### config.mk
export PLATFORM = sky130hd
export DESIGN_NAME = wta_spi_host
export DESIGN_NICKNAME = d
export VERILOG_FILES = /design/src/rtl/wta_spi_pkg.sv /design/src/rtl/wta_spi_host.sv
export SDC_FILE = /design/constraint.sdc
export NUM_CORES = 1
export LEC_CHECK = 0
export CAP_MARGIN = 20
export CORE_MARGIN = 2
export CORE_UTILIZATION = 40
export CTS_BUF_LIST = sky130_fd_sc_hd__clkbuf_8
export DETAILED_ROUTE_END_ITERATION = 16
export SYNTH_ARGS = -nofsm -noshare
export SYNTH_HDL_FRONTEND = slang
export SYNTH_SLANG_ARGS = --single-unit
### constraint.sdc
create_clock -name clk -period 7.6 [get_ports clk]
set_input_delay 1.52 -clock clk [delete_from_list [all_inputs] [get_ports clk]]
set_output_delay 1.52 -clock clk [all_outputs]
set_load 0.05 [all_outputs]
### src/rtl/wta_spi_pkg.sv
// Shared types and frame constants for the WTA/PWM tile serial link.
package wta_spi_pkg;

    localparam int WTA_FRAME1_W = 96;
    localparam int WTA_FRAME2_W = 16;
    localparam int WTA_LEN_W    = 7;

    typedef enum logic [2:0] {
        IDLE,
        SETUP,
        SHIFT,
        TAIL,
        DONE
    } spi_state_t;

endpackage

### src/rtl/wta_spi_host.sv
// Host-side frame engine: shifts a right-aligned payload out on mosi (one bit
// per clk while ss is low) and captures the slave's delayed miso stream.
//
// state | meaning
// IDLE  | ss high, waiting for a legal start
// SETUP | ss low, select set-up before the first data bit
// SHIFT | ss low, one payload bit per cycle on mosi
// TAIL  | ss low, waiting for the last miso bits to return
// DONE  | ss high, done pulse, rx data valid
module wta_spi_host
    import wta_spi_pkg::*;
#(
    parameter int FRAME_W   = WTA_FRAME1_W,
    parameter int SETUP_CYC = 1,
    parameter int MISO_DLY  = 1
) (
    input  logic                 clk,
    input  logic                 rst_n,
    input  logic                 i_start,
    input  logic [WTA_LEN_W-1:0] i_len,
    input  logic [FRAME_W-1:0]   i_tx_data,
    output logic                 o_ss,
    output logic                 o_mosi,
    input  logic                 i_miso,
    output logic                 o_busy,
    output logic                 o_done,
    output logic                 o_err,
    output logic [FRAME_W-1:0]   o_rx_data
);

    localparam logic [WTA_LEN_W-1:0] MAX_LEN  = WTA_LEN_W'(FRAME_W);
    localparam logic [2:0]           SETUP_LD = 3'(SETUP_CYC - 1);
    localparam logic [2:0]           TAIL_LD  = 3'((MISO_DLY > 0) ? MISO_DLY - 1 : 0);

    spi_state_t             state_q, state_d;
    logic                   accept, len_ok, in_shift, cap_en, err_q;
    logic [WTA_LEN_W-1:0]   bit_cnt_q, sh_amt;
    logic [2:0]             ph_cnt_q;
    logic [FRAME_W-1:0]     tx_sh_q, rx_sh_q, rx_nxt, tx_load;

    assign len_ok   = (i_len != '0) && (i_len <= MAX_LEN);
    assign in_shift = (state_q == SHIFT);
    assign sh_amt   = MAX_LEN - i_len;
    // Left-justify the payload so bit i_len-1 sits at the shift register MSB.
    assign tx_load  = i_tx_data << sh_amt;
    assign rx_nxt   = cap_en ? FRAME_W'({rx_sh_q, i_miso}) : rx_sh_q;
    assign o_err    = err_q;

    // Capture window is the SHIFT window delayed by the miso return latency.
    if (MISO_DLY == 0) begin : g_no_dly
        assign cap_en = in_shift;
    end else begin : g_dly
        logic [MISO_DLY-1:0] vld_q;
        always_ff @(posedge clk) begin
            if (!rst_n) vld_q <= '0;
            else        vld_q <= MISO_DLY'({vld_q, in_shift});
        end
        assign cap_en = vld_q[MISO_DLY-1];
    end

    always_comb begin
        state_d = state_q;
        accept  = 1'b0;
        o_ss    = 1'b0;
        o_mosi  = 1'b0;
        o_busy  = 1'b1;
        o_done  = 1'b0;
        case (state_q)
            IDLE: begin
                o_ss   = 1'b1;
                o_busy = 1'b0;
                if (i_start && len_ok) begin
                    accept  = 1'b1;
                    state_d = SETUP;
                end
            end
            SETUP: if (ph_cnt_q == '0) state_d = SHIFT;
            SHIFT: begin
                o_mosi = tx_sh_q[FRAME_W-1];
                if (bit_cnt_q == '0) state_d = (MISO_DLY == 0) ? DONE : TAIL;
            end
            TAIL:  if (ph_cnt_q == '0) state_d = DONE;
            DONE: begin
                o_ss    = 1'b1;
                o_done  = 1'b1;
                state_d = IDLE;
            end
            default: state_d = IDLE;
        endcase
    end

    always_ff @(posedge clk) begin
        if (!rst_n) begin
            state_q   <= IDLE;
            bit_cnt_q <= '0;
            ph_cnt_q  <= '0;
            tx_sh_q   <= '0;
            rx_sh_q   <= '0;
            o_rx_data <= '0;
            err_q     <= 1'b0;
        end else begin
            state_q <= state_d;
            err_q   <= (state_q == IDLE) && i_start && !len_ok;
            if (accept) begin
                tx_sh_q   <= tx_load;
                rx_sh_q   <= '0;
                o_rx_data <= '0;
                bit_cnt_q <= i_len - WTA_LEN_W'(1);
                ph_cnt_q  <= SETUP_LD;
            end else begin
                rx_sh_q <= rx_nxt;
                // Include the bit sampled on the final capture cycle.
                if (state_d == DONE && state_q != DONE) o_rx_data <= rx_nxt;
                case (state_q)
                    SETUP: if (ph_cnt_q != '0) ph_cnt_q <= ph_cnt_q - 3'd1;
                    SHIFT: begin
                        tx_sh_q <= tx_sh_q << 1;
                        if (bit_cnt_q != '0) bit_cnt_q <= bit_cnt_q - WTA_LEN_W'(1);
                        else                 ph_cnt_q  <= TAIL_LD;
                    end
                    TAIL:  if (ph_cnt_q != '0) ph_cnt_q <= ph_cnt_q - 3'd1;
                    default: ;
                endcase
            end
        end
    end

endmodule
==> out/qor.csv, run 1 <==
metric;value;unit
initial antenna violation count;0;
critical path endpoint category;flip-flop;
Worst slew margin;0.232;
clock skew;0.0286;ns
WL final;67.8;mm
Area Growth Syn to Fin;17.0;%
Die Area;49200;µm²
f_max;0.191;GHz
worst r2r path cells;7;
CP Data Required Time;8.16;ns
Clock Sinks;303;
HP Class;flip-flop to flip-flop;
min Tclk post-route;5.23;ns
CTS tree;yes;
global route total overflow;0;
total CTS buffers;50;
sequential fraction of the synthesis area;0.319;
CP Data Arrival Time;5.79;ns
Initial Util;0.407;
ys async rst share;0;
Max Slew Vio Count;0;
DR iter-0 viols;1688;
Crit Path Max Fanout;59;
Post-DRT Antenna Nets;0;
Post-CTS Resized;0;
Post-DP Area;21200;µm²
nets;2379;
maximum vdd drop;0.134;mV
Synth Area per Inst;8.73;µm²
Fin. Hold Viols;0;
via/cell ratio;6.16;
dpl hpwl;49.4;mm
Worst-Margin Slew;1.15;ns
layout cells sized above 1;0.128;
synth unique cells;95;
port bufs;207;
DRC;0;
I/O pins;208;
Post-synth top cells;303 x dfxtp_1, 302 x nor2_1, 261 x nand2_1, 189 x mux2i_1, 178 x o21ai_0;
CP Launch Type;input port;
Mapped Area;19000;µm²
Worst-path clk slew;0.06;ns
Core ar.;46700;µm²
Most used DFF post-synth;dfxtp_1;
Die Wd;222;µm
Setup Fix Bufs, Post-CTS;0;
Clk Latency, worst-skew pair;0.63;ns
setup TNS;0;ns
clk buf depth;3;
EDFF count, synth;0;
Die H;222;µm
filler cell count in the final layout;4569;
largest net degree at the start of global routing;117;
Synth area leader;dfxtp_1;
max cap viols;0;
kind of critical path;input port to flip-flop;
RSZ-0062 raised after global routing;false;
worst hold path depth;2;
total vias in the final route;17924;
cells after synthesis;2176;
vias in the first global route;17114;
post-synthesis register bit count;303;
Tcrit/Tclk final;0.688;
Synth Warn #;0;
n_diodes;0;
row count;79;
Syn Nets;2287;
final setup violation count;0;
global-route wire length before repair;104;mm
GP Congestion;1.03;
Synth top area share;0.319;
Tot GR Track Use;0.268;
H-tree depth;2;
fin area;22200;µm²
PwrDens;216;nW/µm²
DRT Pass-1 Iters;9;
top cells by area, synth;dfxtp_1 32%, mux4_2 12%, mux2i_1 10%;
count leader, synth;dfxtp_1;
leakage power;7.90;nW
status;complete, no violations;
root buffer cell;clkbuf_8;
WL/cell;23.3;µm
# hold bufs at CTS;0;
[power breakdown]
part / leakage [nW] / switching, W / internal [W]
Combinational: 4.84 / 0.00102 / 0.000573
Clock: 0.592 / 0.000668 / 0.000768
Sequential: 2.46 / 0.0000726 / 0.00170
[worst paths after layout]
path | slack (ns) | start | endpoint
worst max-delay path | 2.37 | i_len[2] | tx_sh_q[83]
worst min-delay path | 0.48 | tx_sh_q[0] | tx_sh_q[0]
worst max register to register | 3.89 | state_q[0] | tx_sh_q[74]
worst min register to register | 0.48 | tx_sh_q[0] | tx_sh_q[0]
[worst max-delay path, stage by stage]
cell and delay [ns]:
clkdlybuf4s50_1 0.92, o31ai_2 0.70, nand2_4 0.57, nor2_1 0.88, a22oi_1 0.20, o22ai_1 0.54, a22oi_1 0.22, a21oi_1 0.19
[sequential cells by signal, summed over array words and instances (netlist names)]
signal	cells
o_rx_data	96
rx_sh_q	96
tx_sh_q	96
bit_cnt_q	7
ph_cnt_q	3
state_q	3
cap_en	1
o_err	1
[logic make-up (layout without fill, tap and decap cells)]
| family | Yosys count | after routing | share of synthesized area |
|---|---|---|---|
| AOI/OAI and AO/OA | 612 | 612 | 0.212 |
| xor gates and xnor gates | 17 | 17 | 0.00942 |
| adders and majority gates | 4 | 4 | 0.00264 |
| buffers and inverters | 219 | 347 | 0.0573 |
| DFF | 303 | 303 | 0.319 |
| muxes | 332 | 332 | 0.245 |
| and+or+nand+nor | 689 | 689 | 0.155 |
[routing by layer]
| layer | GRT usage | up-vias | routed length, µm |
|---|---|---|---|
| met5 | 0 | - | 0 |
| met4 | 0.145 | 0 | 3940 |
| met3 | 0.0464 | 200 | 5200 |
| met2 | 0.434 | 859 | 30900 |
| met1 | 0.340 | 8596 | 27800 |
| li1 | - | 8269 | - |
[layout make-up]
class | instances | area [µm²] | area share
clock buffer | 58 | 798 | 0.0359
clock inverter | 30 | 198 | 0.00890
inverter | 11 | 41.3 | 0.00186
multi-input combinational | 1654 | 11900 | 0.536
sequential | 303 | 6070 | 0.273
tap | 607 | 759 | 0.0342
timing repair buffer | 248 | 2430 | 0.109
[metrics by stage]
stage / instances / power [W] / hold slack, ns / setup WS, ns / util
final: 2911 / 0.00480 / 0.482 / 2.37 / 0.476
after detailed placement: 2821 / 0.00335 / 0.474 / 1.80 / 0.453
after global routing: 2911 / 0.00503 / 0.514 / 2.24 / 0.476
after floorplan: 2176 / 0.00284 / 0.445 / 2.81 / -
after global placement: 2821 / 0.00335 / 0.456 / 1.82 / 0.453
after CTS: 2909 / 0.00480 / 0.483 / 2.47 / 0.475
[cell usage in the layout, fill, tap and decap left out, types with 40 or more instances in the layout]
cell	count
o21ai_0	178
nand2_1	259
a21oi_1	105
a211oi_1	112
mux2i_1	189
clkdlybuf4s50_1	205
dfxtp_1	302
nor2_1	301
mux2_2	40
clkbuf_8	58
mux4_2	101
(Power assumes the default switching activity.)
==> inputs of run 2 (changes only) <==
==> constraint.sdc (replaced) <==
create_clock -name clk -period 5.19 [get_ports clk]
set_input_delay 1.038 -clock clk [delete_from_list [all_inputs] [get_ports clk]]
set_output_delay 1.038 -clock clk [all_outputs]
set_load 0.05 [all_outputs]
==> run 2 against run 1 <==
Hold slack got worse by 0.00092 ns. Sequential share of layout area decreased by 0.50 points. Sequential cell count unchanged. Register-to-register slack got worse by 1.8 ns. Critical path depth increased by 2. Clock skew increased by 0.011 ns. Via count increased by 1.6%. Non-clock buffer count increased by 36. Critical endpoint is now tx_sh_q[74]. Largest cell class unchanged.
==> out/qor.csv, run 2 (same netlist as run 1, synthesis figures left out) <==
metric;value;unit;change
I/O pins;208;;unchanged
vias in the first global route;17463;;+2.0%
Crit Path Max Fanout;49;;-17%
biggest regs;o_rx_data (96), rx_sh_q (96), tx_sh_q (96);;
Tcrit/Tclk final;0.782;;
HP Class;flip-flop to flip-flop;;
Fin. Hold Viols;0;;unchanged
Die H;222;µm;unchanged
final setup violation count;0;;unchanged
worst-path cell chain;clkdlybuf4s50_1 -> buf_4 -> inv_1 -> ha_4 -> mux4_2 -> mux2i_1 -> mux2_2 -> o21ai_0 -> a221oi_1 -> o21ai_0;;
status;complete, no violations;;
Post-DRT Antenna Nets;0;;unchanged
setup TNS;0;ns;unchanged
Clock power frac;0.300;;about the same
nets;2417;;+1.6%
global route total overflow;0;;unchanged
kind of critical path;input port to flip-flop;;
Max Slew Vio Count;0;;unchanged
layout cells sized above 1;0.146;;+0.0181
Die Wd;222;µm;unchanged
final cell utilization of the core;0.485;;+0.00880
row count;79;;unchanged
commonest non-fill, non-tap cells in the layout;302 x dfxtp_1, 301 x nor2_1, 259 x nand2_1;;
part of the power in registers;0.361;;-0.008
port bufs;207;;unchanged
WL/cell;23.9;µm;+2.6%
Clk Latency, worst-skew pair;0.63;ns;about the same
min Tclk post-route;4.06;ns;
clock skew;0.0394;ns;+0.0107 ns
maximum vdd drop;0.188;mV;+40%
total vias in the final route;18215;;+1.6%
Slowest cell on crit path;ha_4;;
PwrDens;317;nW/µm²;+47%
WL final;70.6;mm;+4.2%
Net Sw Frac;0.372;;+0.00494
CP Data Required Time;5.69;ns;-2.47 ns
RSZ-0062 raised after global routing;false;;
f_max;0.247;GHz;
Initial Util;0.407;;unchanged
combinational fraction of design power;0.339;;+0.007
Post-CTS Resized;0;;unchanged
critical path endpoint category;flip-flop;;
global-route wire length before repair;108;mm;+4.2%
via/cell ratio;6.16;;about the same
DRC;0;;unchanged
P_sw;0.00267;W;+51%
Crit path largest cell delay;0.67;ns;-0.25 ns
Clock Sinks;303;;unchanged
Worst-path clk slew;0.06;ns;about the same
dpl hpwl;52.0;mm;+5.2%
Most Frequent Cell on Critical Path;o21ai_0;;
CTS tree;yes;;
root buffer cell;clkbuf_8;;
max cap viols;0;;unchanged
Worst-Margin Slew;1.16;ns;+0.00425 ns
CP Data Arrival Time;4.55;ns;-1.24 ns
leakage power;8.11;nW;+2.8%
H-tree depth;2;;unchanged
largest net degree at the start of global routing;139;;+19%
DR iter-0 viols;1741;;+3.1%
Setup Fix Bufs, Post-CTS;0;;unchanged
DRT Pass-1 Iters;6;;-3
Tot GR Track Use;0.281;;+0.0135
most common cell after layout, fill and taps aside;dfxtp_1;;
filler cell count in the final layout;4559;;-0.22%
initial antenna violation count;2;;+2
CP Launch Type;input port;;
Pint;0.00451;W;+48%
Core ar.;46700;µm²;unchanged
Design Power;0.00718;W;+49%
Worst slew margin;0.227;;-0.00522
clk buf depth;3;;unchanged
Die Area;49200;µm²;unchanged
GP Congestion;1.01;;-1.8%
Area Growth Syn to Fin;19.1;%;
# hold bufs at CTS;0;;unchanged
total CTS buffers;52;;+4.0%
## run 2: cell count changes in the layout (fill, tap and decap cells not counted), sizes merged
| cell | previous run | this run |
|---|---|---|
| bufinv | 2 | 0 |
| clkbuf | 58 | 63 |
| clkinv | 5 | 15 |
| diode | 0 | 2 |
| buf | 43 | 79 |
| clkinvlp | 0 | 1 |
| inv | 34 | 27 |
## run 2: per-stage QoR
stage	instances	instance area [µm²]	hold slack, ns	worst slack [ns]
floorplan	2176	19000	0.445	0.884
global placement	2859	21600	0.458	0.587
detailed placement	2859	21600	0.465	0.608
CTS	2954	22600	0.476	1.27
global route	2955	22600	0.493	1.10
finish	2956	22600	0.481	1.13
## run 2: routing by layer
layer / vias up / GRT usage / routed length (µm)
met5: - / 0 / 0
met1: 8752 / 0.357 / 28800
met2: 919 / 0.457 / 32500
met4: 0 / 0.140 / 3580
met3: 183 / 0.0553 / 5740
li1: 8361 / - / -
## run 2: worst max-delay path, delay by kind of cell
kind | cells | cell delay, ns
buffers and inverters | 3 | 0.71
AOI/OAI and AO/OA | 3 | 0.66
adders and majority gates | 1 | 0.67
muxes | 3 | 1.44
## run 2: layout make-up
class | instances | area (µm²) | share of cell area
Sequential cell | 303 | 6070 | 0.268
Timing Repair Buffer | 284 | 2800 | 0.124
Tap cell | 607 | 759 | 0.0336
Antenna cell | 2 | 5.00 | 0.000221
Inverter | 11 | 41.3 | 0.00183
Clock inverter | 32 | 178 | 0.00786
Multi-Input combinational cell | 1654 | 11900 | 0.526
Clock buffer | 63 | 867 | 0.0383
## run 2: worst paths after layout
kind                   start     endpoint  slack [ns]  cells past startpoint
setup / recovery    i_len[1]  tx_sh_q[74]        1.13                     10
hold / removal    tx_sh_q[0]   tx_sh_q[0]        0.48                      2
setup reg to reg  state_q[0]  tx_sh_q[70]        2.11                      8
hold reg to reg   tx_sh_q[0]   tx_sh_q[0]        0.48                      2
## run 2: power by group through the flow
stage / clock [W] / sequential, W / combinational [W]
finish: 0.00215 / 0.00260 / 0.00243
floorplan: 0 / 0.00266 / 0.00150
detailed placement: 0 / 0.00264 / 0.00238
global route: 0.00231 / 0.00261 / 0.00258
CTS: 0.00221 / 0.00259 / 0.00239
global placement: 0 / 0.00264 / 0.00237
==> inputs of run 3 (changes only) <==
==> constraint.sdc (replaced) <==
create_clock -name clk -period 3.7 [get_ports clk]
set_input_delay 0.74 -clock clk [delete_from_list [all_inputs] [get_ports clk]]
set_output_delay 0.74 -clock clk [all_outputs]
set_load 0.05 [all_outputs]
==> run 3 against run 2 <==
Count of clock-buffer cells in the layout rose by 1. Sequential cell count did not move. First-iteration DRC count fell by 7.5%. Critical path depth rose by 5. Hold slack got worse by 0.0058 ns. Register-to-register slack got worse by 1.1 ns. Combinational power rose by 64%. Largest cell class unchanged. Global-route usage rose by 1.6 points. Non-clock buffer count rose by 218. Clock skew rose by 0.026 ns. Via count rose by 3.2%. Critical path type unchanged.
==> out/qor.csv, run 3 (same netlist as run 1, synthesis figures left out) <==
metric;value;unit;change
status;complete, no violations;;
clock skew;0.0652;ns;+0.0258 ns
H-tree depth;2;;unchanged
dpl hpwl;57.6;mm;+11%
Die H;222;µm;unchanged
Post-CTS Resized;0;;unchanged
Worst-path clk slew;0.06;ns;about the same
largest net degree at the start of global routing;76;;-45%
min Tclk post-route;3.54;ns;
critical path endpoint category;flip-flop;;
Die Area;49200;µm²;unchanged
row count;79;;unchanged
Net Sw Frac;0.363;;-0.00873
Multi-input gate area;11900;µm²;+0.23%
RSZ-0062 raised after global routing;false;;
DR iter-0 viols;1611;;-7.5%
CP Data Required Time;4.26;ns;-1.43 ns
Worst slew margin;0.242;;+0.0150
Clock Sinks;303;;unchanged
via/cell ratio;5.94;;-3.6%
DRC;0;;unchanged
biggest regs;o_rx_data (96), rx_sh_q (96), tx_sh_q (96);;
initial antenna violation count;2;;unchanged
global route total overflow;0;;unchanged
PnR worst setup slack;0.163;ns;-0.971 ns
non-filler cells in the finished layout;3167;;+7.1%
WL final;75.0;mm;+6.2%
most common cell after layout, fill and taps aside;dfxtp_1;;
GP Congestion;0.991;;-2.1%
Clock power frac;0.279;;-0.021
Worst-Margin Slew;1.13;ns;-0.0218 ns
Clk Latency, worst-skew pair;0.65;ns;+0.02 ns
global-route wire length before repair;113;mm;+4.5%
maximum vdd drop;0.269;mV;+43%
commonest non-fill, non-tap cells in the layout;302 x dfxtp_1, 301 x nor2_1, 259 x nand2_1, 259 x buf_4, 205 x clkdlybuf4s50_1;;
kind of critical path;input port to flip-flop;;
placed cells;3077;;+7.6%
n_diodes;0;;-2
combinational fraction of design power;0.376;;+0.037
HP Class;flip-flop to flip-flop;;
Die Wd;222;µm;unchanged
nets;2635;;+9.0%
Setup Fix Bufs, Post-CTS;0;;unchanged
filler cell count in the final layout;4345;;-4.7%
DRT Pass-1 Iters;5;;-1
Crit Path Max Fanout;36;;-27%
Area Growth Syn to Fin;29.3;%;
PwrDens;431;nW/µm²;+36%
Place WS;-0.320;ns;-0.928 ns
Post-DRT Antenna Nets;0;;unchanged
CTS tree;yes;;
Initial Util;0.407;;unchanged
I/O pins;208;;unchanged
WL/cell;23.7;µm;-0.92%
Max Slew Vio Count;0;;unchanged
total vias in the final route;18804;;+3.2%
CP Data Arrival Time;4.10;ns;-0.45 ns
storage element area;6070;µm²;unchanged
vias in the first global route;18386;;+5.3%
leakage power;9.26;nW;+14%
Core ar.;46700;µm²;unchanged
final setup violation count;0;;unchanged
clk buf depth;3;;unchanged
CP Launch Type;input port;;
max cap viols;0;;unchanged
f_max;0.283;GHz;
Tot GR Track Use;0.297;;+0.0163
layout cells sized above 1;0.216;;+0.0703
Fin. Hold Viols;0;;unchanged
# hold bufs at CTS;0;;unchanged
root buffer cell;clkbuf_8;;
Tcrit/Tclk final;0.956;;
total CTS buffers;52;;unchanged
P_sw;0.00384;W;+44%
port bufs;207;;unchanged
Pint;0.00674;W;+49%
part of the power in registers;0.345;;-0.016
-- run 3: cell count changes in the layout (fill, tap and decap cells not counted), moves of 2 or more --
cell / previous run / this run
buf_12: 12 / 36
buf_4: 65 / 259
clkinv_2: 13 / 4
diode_2: 2 / 0
inv_1: 24 / 27
-- run 3: final timing paths --
kind                       to  cells after the start        from  slack (ns)
setup / recovery  tx_sh_q[66]                     15    i_len[1]        0.16
hold / removal     tx_sh_q[0]                      2  tx_sh_q[0]        0.48
setup reg to reg  tx_sh_q[73]                      7  state_q[0]        0.99
hold reg to reg    tx_sh_q[0]                      2  tx_sh_q[0]        0.48
-- run 3: final cells by class --
cell class,count,share of cell area
multi-input combinational,1654,0.486
sequential,303,0.247
timing repair buffer,502,0.193
clock buffer,64,0.0359
tap,607,0.0309
clock inverter,26,0.00535
inverter,11,0.00178
-- run 3: layer usage --
metal	vias to the layer above	part of all wire	track usage
li1	8784	-	-
met3	184	0.069	0.0569
met1	9075	0.40	0.362
met4	2	0.051	0.138
met2	759	0.48	0.508
met5	-	0.00023	0
-- run 3: critical path: stages --
cell and delay (ns):
clkdlybuf4s50_1 0.44, inv_1 0.11, ha_4 0.17, buf_4 0.20, xor2_4 0.18, buf_12 0.23
buf_4 0.21, nand2_1 0.06, nand2_1 0.17, buf_4 0.15, nor2_1 0.04, a2111oi_1 0.95
buf_4 0.25, o22ai_1 0.06, o311ai_1 0.09
-- run 3: power by group through the flow --
| stage | Combinational, W | Sequential, W | Clock (W) |
|---|---|---|---|
| finish | 0.00398 | 0.00365 | 0.00295 |
| detailed placement | 0.00391 | 0.00371 | 0 |
| global route | 0.00420 | 0.00367 | 0.00320 |
| CTS | 0.00393 | 0.00364 | 0.00304 |
| global placement | 0.00390 | 0.00371 | 0 |
| floorplan | 0.00212 | 0.00373 | 0 |
-- run 3: stage by stage --
stage               power (W)   util  area [µm²]  TNS [ns]  hold WS [ns]
floorplan             0.00585      -       19100  -0.00448         0.445
global placement      0.00761  0.504       23500     -1.25         0.459
detailed placement    0.00762  0.504       23500    -0.680         0.465
CTS                    0.0106  0.526       24500         0         0.474
global route           0.0111  0.526       24500         0         0.510
finish                 0.0106  0.526       24500         0         0.475
